`config.mk`:
```
export PLATFORM = sky130hd
export DESIGN_NAME = nibble_serial_add_ctrl
export DESIGN_NICKNAME = d
export VERILOG_FILES = /design/src/rtl/nibble_serial_add_ctrl.sv
export SDC_FILE = /design/constraint.sdc
export NUM_CORES = 1
export LEC_CHECK = 0
export CAP_MARGIN = 25
export CORE_ASPECT_RATIO = 0.9
export CORE_MARGIN = 5
export CORE_UTILIZATION = 50
export CTS_CLUSTER_DIAMETER = 200
export DETAILED_ROUTE_END_ITERATION = 10
export DONT_BUFFER_PORTS = 1
export PLACE_DENSITY = 0.7
export SYNTH_ARGS = -nofsm -noshare
export SYNTH_HDL_FRONTEND = slang
export SYNTH_SLANG_ARGS = --single-unit
```
`constraint.sdc`:
```
create_clock -name Clk -period 5 [get_ports Clk]
set_input_delay 1.25 -clock Clk [delete_from_list [all_inputs] [get_ports Clk]]
set_output_delay 1.25 -clock Clk [all_outputs]
set_load 0.005 [all_outputs]
```
`src/rtl/nibble_serial_add_ctrl.sv`:
```
// rtl/nibble_serial_add_ctrl.sv - Slice-serial accumulator: A <= A + B through one external SLICE-bit adder.
module nibble_serial_add_ctrl #(
    parameter int WIDTH = 16,
    parameter int SLICE = 4
) (
    input  logic             Clk,
    input  logic             Reset,
    input  logic             Run,
    input  logic             LoadB,
    input  logic             ClearA,
    input  logic [WIDTH-1:0] Din,
    input  logic [SLICE-1:0] adder_sum,
    input  logic             adder_cout,
    output logic [SLICE-1:0] adder_a,
    output logic [SLICE-1:0] adder_b,
    output logic             adder_cin,
    output logic [WIDTH-1:0] A_out,
    output logic [WIDTH-1:0] B_out,
    output logic             Cout,
    output logic             Busy,
    output logic             Done
);

    localparam int NSLICE = WIDTH / SLICE;
    localparam int KW     = (NSLICE > 1) ? $clog2(NSLICE) : 1;

    typedef enum logic [1:0] {
        IDLE = 2'd0,
        ADD  = 2'd1,
        DONE = 2'd2
    } state_t;

    state_t           state_q;
    logic [KW-1:0]    k_q;
    logic [KW-1:0]    k_d;
    logic [WIDTH-1:0] a_q;
    logic [WIDTH-1:0] b_q;
    logic             carry_q;
    logic             cout_q;
    logic             busy_q;
    logic             done_q;
    logic             last_slice;

    assign k_d        = k_q + 1'b1;
    assign last_slice = (k_q == KW'(NSLICE - 1));

    always_ff @(posedge Clk or posedge Reset) begin
        if (Reset) begin
            state_q <= IDLE;
            k_q     <= '0;
            a_q     <= '0;
            b_q     <= '0;
            carry_q <= 1'b0;
            cout_q  <= 1'b0;
            busy_q  <= 1'b0;
            done_q  <= 1'b0;
        end else begin
            case (state_q)
                IDLE: begin
                    if (LoadB) begin
                        b_q <= Din;
                    end
                    // ClearA wins over Run so a clear never launches an add.
                    if (ClearA) begin
                        a_q    <= '0;
                        cout_q <= 1'b0;
                    end else if (Run) begin
                        state_q <= ADD;
                        k_q     <= '0;
                        busy_q  <= 1'b1;
                    end
                end
                ADD: begin
                    a_q[int'(k_q)*SLICE +: SLICE] <= adder_sum;
                    carry_q                       <= adder_cout;
                    if (last_slice) begin
                        cout_q  <= adder_cout;
                        k_q     <= '0;
                        state_q <= DONE;
                        busy_q  <= 1'b0;
                        done_q  <= 1'b1;
                    end else begin
                        k_q <= k_d;
                    end
                end
                DONE: begin
                    if (!Run) begin
                        state_q <= IDLE;
                        done_q  <= 1'b0;
                    end
                end
                default: begin
                    state_q <= IDLE;
                    busy_q  <= 1'b0;
                    done_q  <= 1'b0;
                end
            endcase
        end
    end

    // The slice adder is combinational, so its operands come straight from the registers.
    always_comb begin
        adder_a   = '0;
        adder_b   = '0;
        adder_cin = 1'b0;
        if (state_q == ADD) begin
            adder_a   = a_q[int'(k_q)*SLICE +: SLICE];
            adder_b   = b_q[int'(k_q)*SLICE +: SLICE];
            adder_cin = (k_q == '0) ? 1'b0 : carry_q;
        end
    end

    assign A_out = a_q;
    assign B_out = b_q;
    assign Cout  = cout_q;
    assign Busy  = busy_q;
    assign Done  = done_q;

endmodule

```
## Yosys cells after proc, flatten, opt, wreduce, memory -nomap -nowiden

Index checks and enable logic that the tools add are counted.

| storage, ports and cells | value |
|---|---|
| register bits | 40 |
| input port bits | 26 |
| output and inout bits | 44 |
| word-level logic and storage cells | 60 |

| cells by class | value |
|---|---|
| $add $sub $neg | 2 |
| equal/unequal tests | 8 |
| shift operators | 4 |
| muxes and demuxes | 26 |
| bitwise operators | 2 |
| reduce and logical (&&, ||, !) cells | 10 |

Operators by type and width:

| kind | count |
|---|---|
| negation 4 -> 33 bit | 1 |
| variable shift 4 x 33 -> 16 bit, first input constant | 1 |
| indexed part select 4 x 33 -> 16 bit | 1 |
| case mux 16 bit (2 select lines) | 1 |
| indexed part select 16 x 5 -> 4 bit | 2 |
| bitwise mux 16 bit | 1 |
| 2-to-1 mux 16 bit | 1 |
| 2-to-1 mux 2 bit | 7 |
| != test 2 bit, second input constant | 5 |
| 2-to-1 mux 1 bit | 9 |
| AND reduction 3 bit | 3 |
| 2-to-1 mux 4 bit | 2 |
| AND reduction 4 bit | 2 |
| case mux 1 bit (3 select lines) | 2 |
| case mux 2 bit (3 select lines) | 1 |
| equality test 2 bit, second input constant | 2 |
| logical NOT 2 bit | 2 |
| case mux 2 bit (2 select lines) | 1 |
| AND reduction 2 bit | 2 |
| adder 2 x 1 -> 2 bit, second input constant | 1 |
| equality test 2 x 1 -> 1 bit, second input constant | 1 |
| NOT 1 bit | 2 |
| case mux 1 bit (2 select lines) | 1 |
| nonzero test 2 bit | 1 |

## Depth between registers and ports, before layout

Gate-level depths: netlist (run 1).

| depth | value |
|---|---|
| depth after elaboration | 4 |
| mapped depth | 6 |

## Least setup slack after synthesis (run 1)

Ideal clock, no wire load.

| path | value |
|---|---|
| path kind | flip-flop to output port |
| from | register k_q[1] |
| to | output adder_cin |
| arrival | 1.241 ns |
| data required time | 3.750 ns |
| setup slack | 2.509 ns |
| cell stages (with the launch flop) | 5 |
| cells stage by stage | dfrtp_1 -> clkbuf_1 -> inv_1 -> ha_1 -> nor3b_1 |

| on the way | value |
|---|---|
| cells in the longest elaborated chain, start to end | 3 |

Ends and longest elaborated chain:

| what | line | source |
|---|---|---|
| start, declared | 34 | `logic [KW-1:0] k_q;` |
| start signal, assigned | 83 | `k_q <= k_d;` |
| logical NOT 2 bit | 109 | `adder_cin = (k_q == '0) ? 1'b0 : carry_q;` |
| 2-to-1 mux 1 bit | 109 |  |
| 2-to-1 mux 1 bit | 106 | `if (state_q == ADD) begin` |
| end, declared | 16 | `output logic adder_cin,` |

No other way between the ends.

## Final worst setup path (run 1)

| path | value |
|---|---|
| from | register k_q[0] |
| to | output adder_cin |

Same word-level chain as after synthesis.

==> run metrics, run 1 <==
status completed; clock share of power 24.0%; Inst Count DP 188; crit path buf inv count 1; gr usage total 16.8%; yosys warns 0; vias in the first global route 1,408; CP top delay family flip-flops; drc violations 0; share of post-route cells with drive strength above 1 25.8%; Final Hold Fails 0; post-route cell area 0.00215 mm²; Final Cycle Share 64.0%; IO buf count 0; unrepaired setup endpoints after global routing false; Sw Ratio 34.5%; GRT met2 Usage 25.5%; Syn Nets 179; Comb pwr share 33.7%; antenna-violating nets left 0; Req. time, crit path 3750 ps; detail-routed net length per standard cell 21.7 µm; M3 GR Usage 8.26%; critical path class reg2out; Leak Pwr 0.949 nW; GP Congestion 0.754; Synth cell types 25; netlist area before placement 0.00195 mm²; Yosys top cell by area dfrtp_1; Clock Root Buffer clkbuf_8; first-pass GRT wire length 6910 µm; synth top area cells dfrtp_1 51%, mux2_2 10%, mux4_2 9.2%; crit-path cells inv_1 > ha_1 > nor3b_1; clock-pin slew on the worst setup and hold paths 90 ps; # IOs 70; Die Y 69.3 µm; CTS Buf Count 5; Pwr Total 1.51 mW; sequential element share of the synthesized area 51.3%; Layout fillers 318; Max Slew Vio Count 0; grt peak-use layer met2; Syn Inst Count 147; synthesis-to-layout area growth 10.3%; f_max 312 MHz; setup TNS 0 ps; top cell type's share of synthesized area 51.3%; Post-Syn Area per Cell 13.3 µm²; initial drt markers 74; core box area 0.00376 mm²; CP Max Fanout 14; Net Sw Power 0.520 mW; Final #Nets 182; Synth Register Bits 40; final wirelength 4280 µm; clock sink count 40; Pre-Repair DR Iteration Count 4; area of the die 0.00526 mm²; Post-CTS Setup Repair Bufs 0; clock skew 12.6 ps; total global routing overflow 0; Worst Setup Start Kind flop; Int Power 0.985 mW; Hold Path Class reg2reg; via count 1,232; Slew @ Worst Pin 869 ps; post-layout min period 3200 ps; CP max stage cell dfrtp_1; row cnt 21; largest net degree at the start of global routing 41; Final setup viols 0; Post-CTS Resized 0; CP endpoint kind output port; Hold Buf Count CTS 0; placed cell area 0.00198 mm²; pwr/cell area 699 mW/mm²; Max-Cap Viols 0; Die W 75.9 µm; Clock Tree Buf Depth 2; latest clock arrival within the worst-skew pair 290 ps; post-DP HPWL 3050 µm; non-filler cells, final 197; met1 Usage GRT 20.4%; Starting Density 51.9%; CTS tree built; worst relative slew slack 41.5%; antenna violations before repair 0; Crit path largest cell delay 810 ps; Sequential Power Share 42.3%; Worst Path Arrival 1950 ps; # H-tree levels 2; n_diodes 0; vias per cell 6.25; maximum vdd drop 0.000356 V
-- worst register-to-register path, delay by kind of cell, from the launching register on --
family          cells  cell delay, ps
buf+inv             1             240
fa+ha+maj           1             430
flops               1             810
compound gates      1             230
simple gates        2             800
-- layout make-up --
type	instances	area [µm²]	share of cell area (%)
Timing Repair Buffer	2	18.8	0.872
Tap cell	46	57.6	2.67
Inverter	5	18.8	0.872
Clock buffer	5	68.8	3.20
Sequential cell	40	1000	46.5
Multi-Input combinational cell	96	897	41.7
Clock inverter	3	90.1	4.19
-- registers in the layout, indices dropped and copies added, names as in the netlist --
signal,flops
B_out,16
A_out,16
Busy,1
Cout,1
carry_q,1
state_q,2
k_q,2
Done,1
-- kinds of logic after synthesis --
| kind of cell | Yosys count | share of synthesized area [%] |
|---|---|---|
| muxes | 26 | 19.6 |
| buffers and inverters | 11 | 2.76 |
| DFF | 40 | 51.3 |
| and+or+nand+nor | 33 | 10.1 |
| AOI/OAI and AO/OA | 31 | 12.4 |
| adders and majority gates | 6 | 3.85 |
-- power groups by stage --
| stage | clock (mW) | sequential, mW | combinational (mW) |
|---|---|---|---|
| after CTS | 0.367 | 0.641 | 0.508 |
| after floorplan | 0 | 0.552 | 0.475 |
| final | 0.361 | 0.637 | 0.508 |
| after detailed placement | 0 | 0.647 | 0.505 |
| after global routing | 0.381 | 0.666 | 0.554 |
| after global placement | 0 | 0.639 | 0.484 |
-- per-stage QoR --
stage | hold slack [ps] | utilization, % | worst slack [ps]
after global routing | 539 | 57.3 | 1620
after CTS | 509 | 57.0 | 1770
after global placement | 488 | 52.7 | 2140
after floorplan | 471 | - | 2510
final | 506 | 57.3 | 1800
after detailed placement | 492 | 52.7 | 2090
-- cells in the final DEF (no fill, tap or decap), drive strengths merged --
cell type  synthesis  routed
clkbuf             3       5
nor4               2       2
nor2b             10      10
a21o               5       5
ha                 6       6
nand2b             4       4
a21oi              2       2
mux4               8       8
a22o              18      18
mux2              18      18
o2bb2ai            1       1
or3b               1       1
nor3b              3       3
bufinv             0       3
o21ai              3       3
inv                5       5
o22ai              1       1
buf                3       2
o21bai             1       1
nor2               3       3
nor3               1       1
nand2              9       9
dfrtp             40      40
-- per-layer routing --
layer | routed length (µm) | vias to the layer above | part of all wire (%)
li1 | - | 548 | -
met1 | 1700 | 607 | 40
met2 | 2030 | 69 | 47
met3 | 491 | 8 | 11
met4 | 59 | 0 | 1.4
met5 | 0 | - | 0
-- path summary, 6_finish.rpt --
check	startpoint	end	slack [ps]	cells past startpoint
setup / recovery	k_q[0]$_DFFE_PP0P_	adder_cin	1800	3
hold / removal	carry_q$_DFFE_PP0P_	carry_q$_DFFE_PP0P_	510	1
setup reg to reg	k_q[0]$_DFFE_PP0P_	A_out[14]$_DFFE_PP0P_	2410	5
hold reg to reg	carry_q$_DFFE_PP0P_	carry_q$_DFFE_PP0P_	510	1
max in group asynchronous	Reset	B_out[9]$_DFFE_PP0P_	3680	2
min in group asynchronous	Reset	B_out[14]$_DFFE_PP0P_	970	2
-- synth_stat cells --
cell,count
nor3_2,1
a21o_1,5
a22o_1,18
inv_1,5
a21oi_1,2
mux4_2,8
o2bb2ai_1,1
dfrtp_1,40
clkbuf_1,3
or3b_1,1
nor2b_1,10
o21bai_1,1
buf_2,1
o22ai_1,1
nand2_1,9
mux2_2,18
nor4_1,2
nor2_1,3
nand2b_1,4
nor3b_2,2
ha_1,6
o21ai_0,3
buf_4,1
buf_6,1
nor3b_1,1
No activity file was read; power rests on OpenSTA's default activity.
==> run 2, diff against run 1 <==
clock period = 3.3 ns   (was 5 ns; I/O delays follow)
==> run 2 against run 1 <==
Net effect:
- final cell count unchanged
- critical path depth unchanged
- sequential cell count unchanged
- register-to-register slack got worse by 1500 ps
- clock skew decreased by 5.7 ps
- first-iteration DRC count increased by 46%
- final area decreased by 2.4%
==> run metrics, run 2 (synthesized netlist as in run 1, its figures left out) <==
Final setup viols 0 (unchanged); Max-Cap Viols 0 (unchanged); Final #Nets 182 (unchanged); critical path class reg2out; Worst Slack Setup Final 514 ps (-1280 ps); initial drt markers 108 (+46%); vias in the first global route 1,290 (-8.4%); Die W 75.9 µm (unchanged); Layout fillers 315 (-0.94%); total global routing overflow 0 (unchanged); commonest non-fill, non-tap cell in the layout dfrtp_1; post-DP HPWL 3160 µm (+3.6%); share of post-route cells with drive strength above 1 25.8% (unchanged); Clock Tree Buf Depth 2 (unchanged); clock-pin slew on the worst setup and hold paths 80 ps (about the same); Pre-Repair DR Iteration Count 4 (unchanged); Int Power 1.34 mW (+36%); gr usage total 17.6% (+0.76 points); Req. time, crit path 2470 ps (-1280 ps); Hold Slack 507 ps (+0.659 ps); maximum vdd drop 0.000421 V (+18%); Worst Setup Start Kind flop; clock share of power 18.6% (-5.4 points); Final Hold Fails 0 (unchanged); IO buf count 0 (unchanged); Post-CTS Setup Repair Bufs 0 (unchanged); unrepaired setup endpoints after global routing false; # H-tree levels 2 (unchanged); f_max 359 MHz; CP endpoint kind output port; Comb pwr share 35.9% (+2.2 points); Util after Layout 55.9% (-1.4 points); # IOs 70 (unchanged); Final Cycle Share 84.4%; setup TNS 0 ps (unchanged); vias per cell 6.32 (+1.1%); Hold Buf Count CTS 0 (unchanged); Clock Root Buffer clkbuf_8; Net Sw Power 0.794 mW (+53%); Slew @ Worst Pin 779 ps (-90.2 ps); clock sink count 40 (unchanged); Leak Pwr 0.924 nW (-2.6%); commonest non-fill, non-tap cells in the layout 40 x dfrtp_1, 18 x a22o_1, 18 x mux2_2; antenna-violating nets left 0 (unchanged); largest net degree at the start of global routing 22 (-46%); first-pass GRT wire length 6990 µm (+1.2%); Hold Path Class reg2reg; worst relative slew slack 48.0% (+6.5 points); Post-CTS Resized 0 (unchanged); reg2reg setup slack 870 ps (-1540 ps); clock skew 6.95 ps (-5.67 ps); status completed; CTS tree built; n_diodes 0 (unchanged); CP Max Fanout 14 (unchanged); Sequential Power Share 45.5% (+3.2 points); synthesis-to-layout area growth 7.63%; Setup WS pre-CTS 800 ps (-1290 ps); CTS Buf Count 5 (unchanged); via count 1,246 (+1.1%); Worst Path Arrival 1960 ps (about the same); row cnt 21 (unchanged); detail-routed net length per standard cell 22.5 µm (+3.8%); Starting Density 51.9% (unchanged); post-layout min period 2790 ps; GP Congestion 0.781 (+3.6%); Die Y 69.3 µm (unchanged); area of the die 0.00526 mm² (unchanged); Max Slew Vio Count 0 (unchanged); core box area 0.00376 mm² (unchanged); latest clock arrival within the worst-skew pair 290 ps (about the same); drc violations 0 (unchanged); final wirelength 4440 µm (+3.8%); antenna violations before repair 0 (unchanged); pwr/cell area 1010 mW/mm² (+45%); Pwr Total 2.13 mW (+42%); Sw Ratio 37.3% (+2.7 points)
## run 2: cell count changes in the layout (fill, tap and decap cells not counted)
cell and delta:
bufinv_16 -2, clkinvlp_4 +1, buf_6 -1, clkinv_2 +1
buf_4 +1
## run 2: path summary, 6_finish.rpt
check,cells after the start,startpoint,end
worst max-delay path,3,k_q[0]$_DFFE_PP0P_,adder_cin
worst min-delay path,1,carry_q$_DFFE_PP0P_,carry_q$_DFFE_PP0P_
worst max register to register,5,k_q[0]$_DFFE_PP0P_,A_out[4]$_DFFE_PP0P_
worst min register to register,1,carry_q$_DFFE_PP0P_,carry_q$_DFFE_PP0P_
max in group asynchronous,2,Reset,B_out[13]$_DFFE_PP0P_
min in group asynchronous,1,Reset,B_out[14]$_DFFE_PP0P_
## run 2: worst max-delay path: stages, from the launching register on
cell,delay (ps)
dfrtp_1,830
inv_1,240
ha_1,300
nor3b_1,300
## run 2: cell type report
type                       count  area (µm²)  share of cell area (%)
sequential                    40        1000                    47.6
multi-input combinational     96         897                    42.7
timing repair buffer           2        15.0                   0.715
clock inverter                 3        42.5                    2.03
tap                           46        57.6                    2.74
inverter                       5        18.8                   0.893
clock buffer                   5        68.8                    3.28
## run 2: power groups by stage
stage | clock [mW] | sequential [mW] | combinational, mW
after floorplan | 0 | 0.837 | 0.720
after CTS | 0.406 | 0.976 | 0.771
after detailed placement | 0 | 0.986 | 0.765
final | 0.397 | 0.969 | 0.764
after global placement | 0 | 0.968 | 0.734
after global routing | 0.426 | 1.01 | 0.835
## run 2: metrics by stage
stage	cells	instance area (µm²)
global placement	189	1990
floorplan	147	1950
CTS	197	2100
finish	197	2100
detailed placement	189	1990
global route	197	2100
## run 2: layer usage
layer  wire length (µm)  track usage (%)  vias to the layer above
met5                  0                0                        -
met4                 42             5.24                        0
met3                403             7.25                        4
met2               2160             25.8                       62
met1               1830             23.6                      636
li1                   -                -                      544
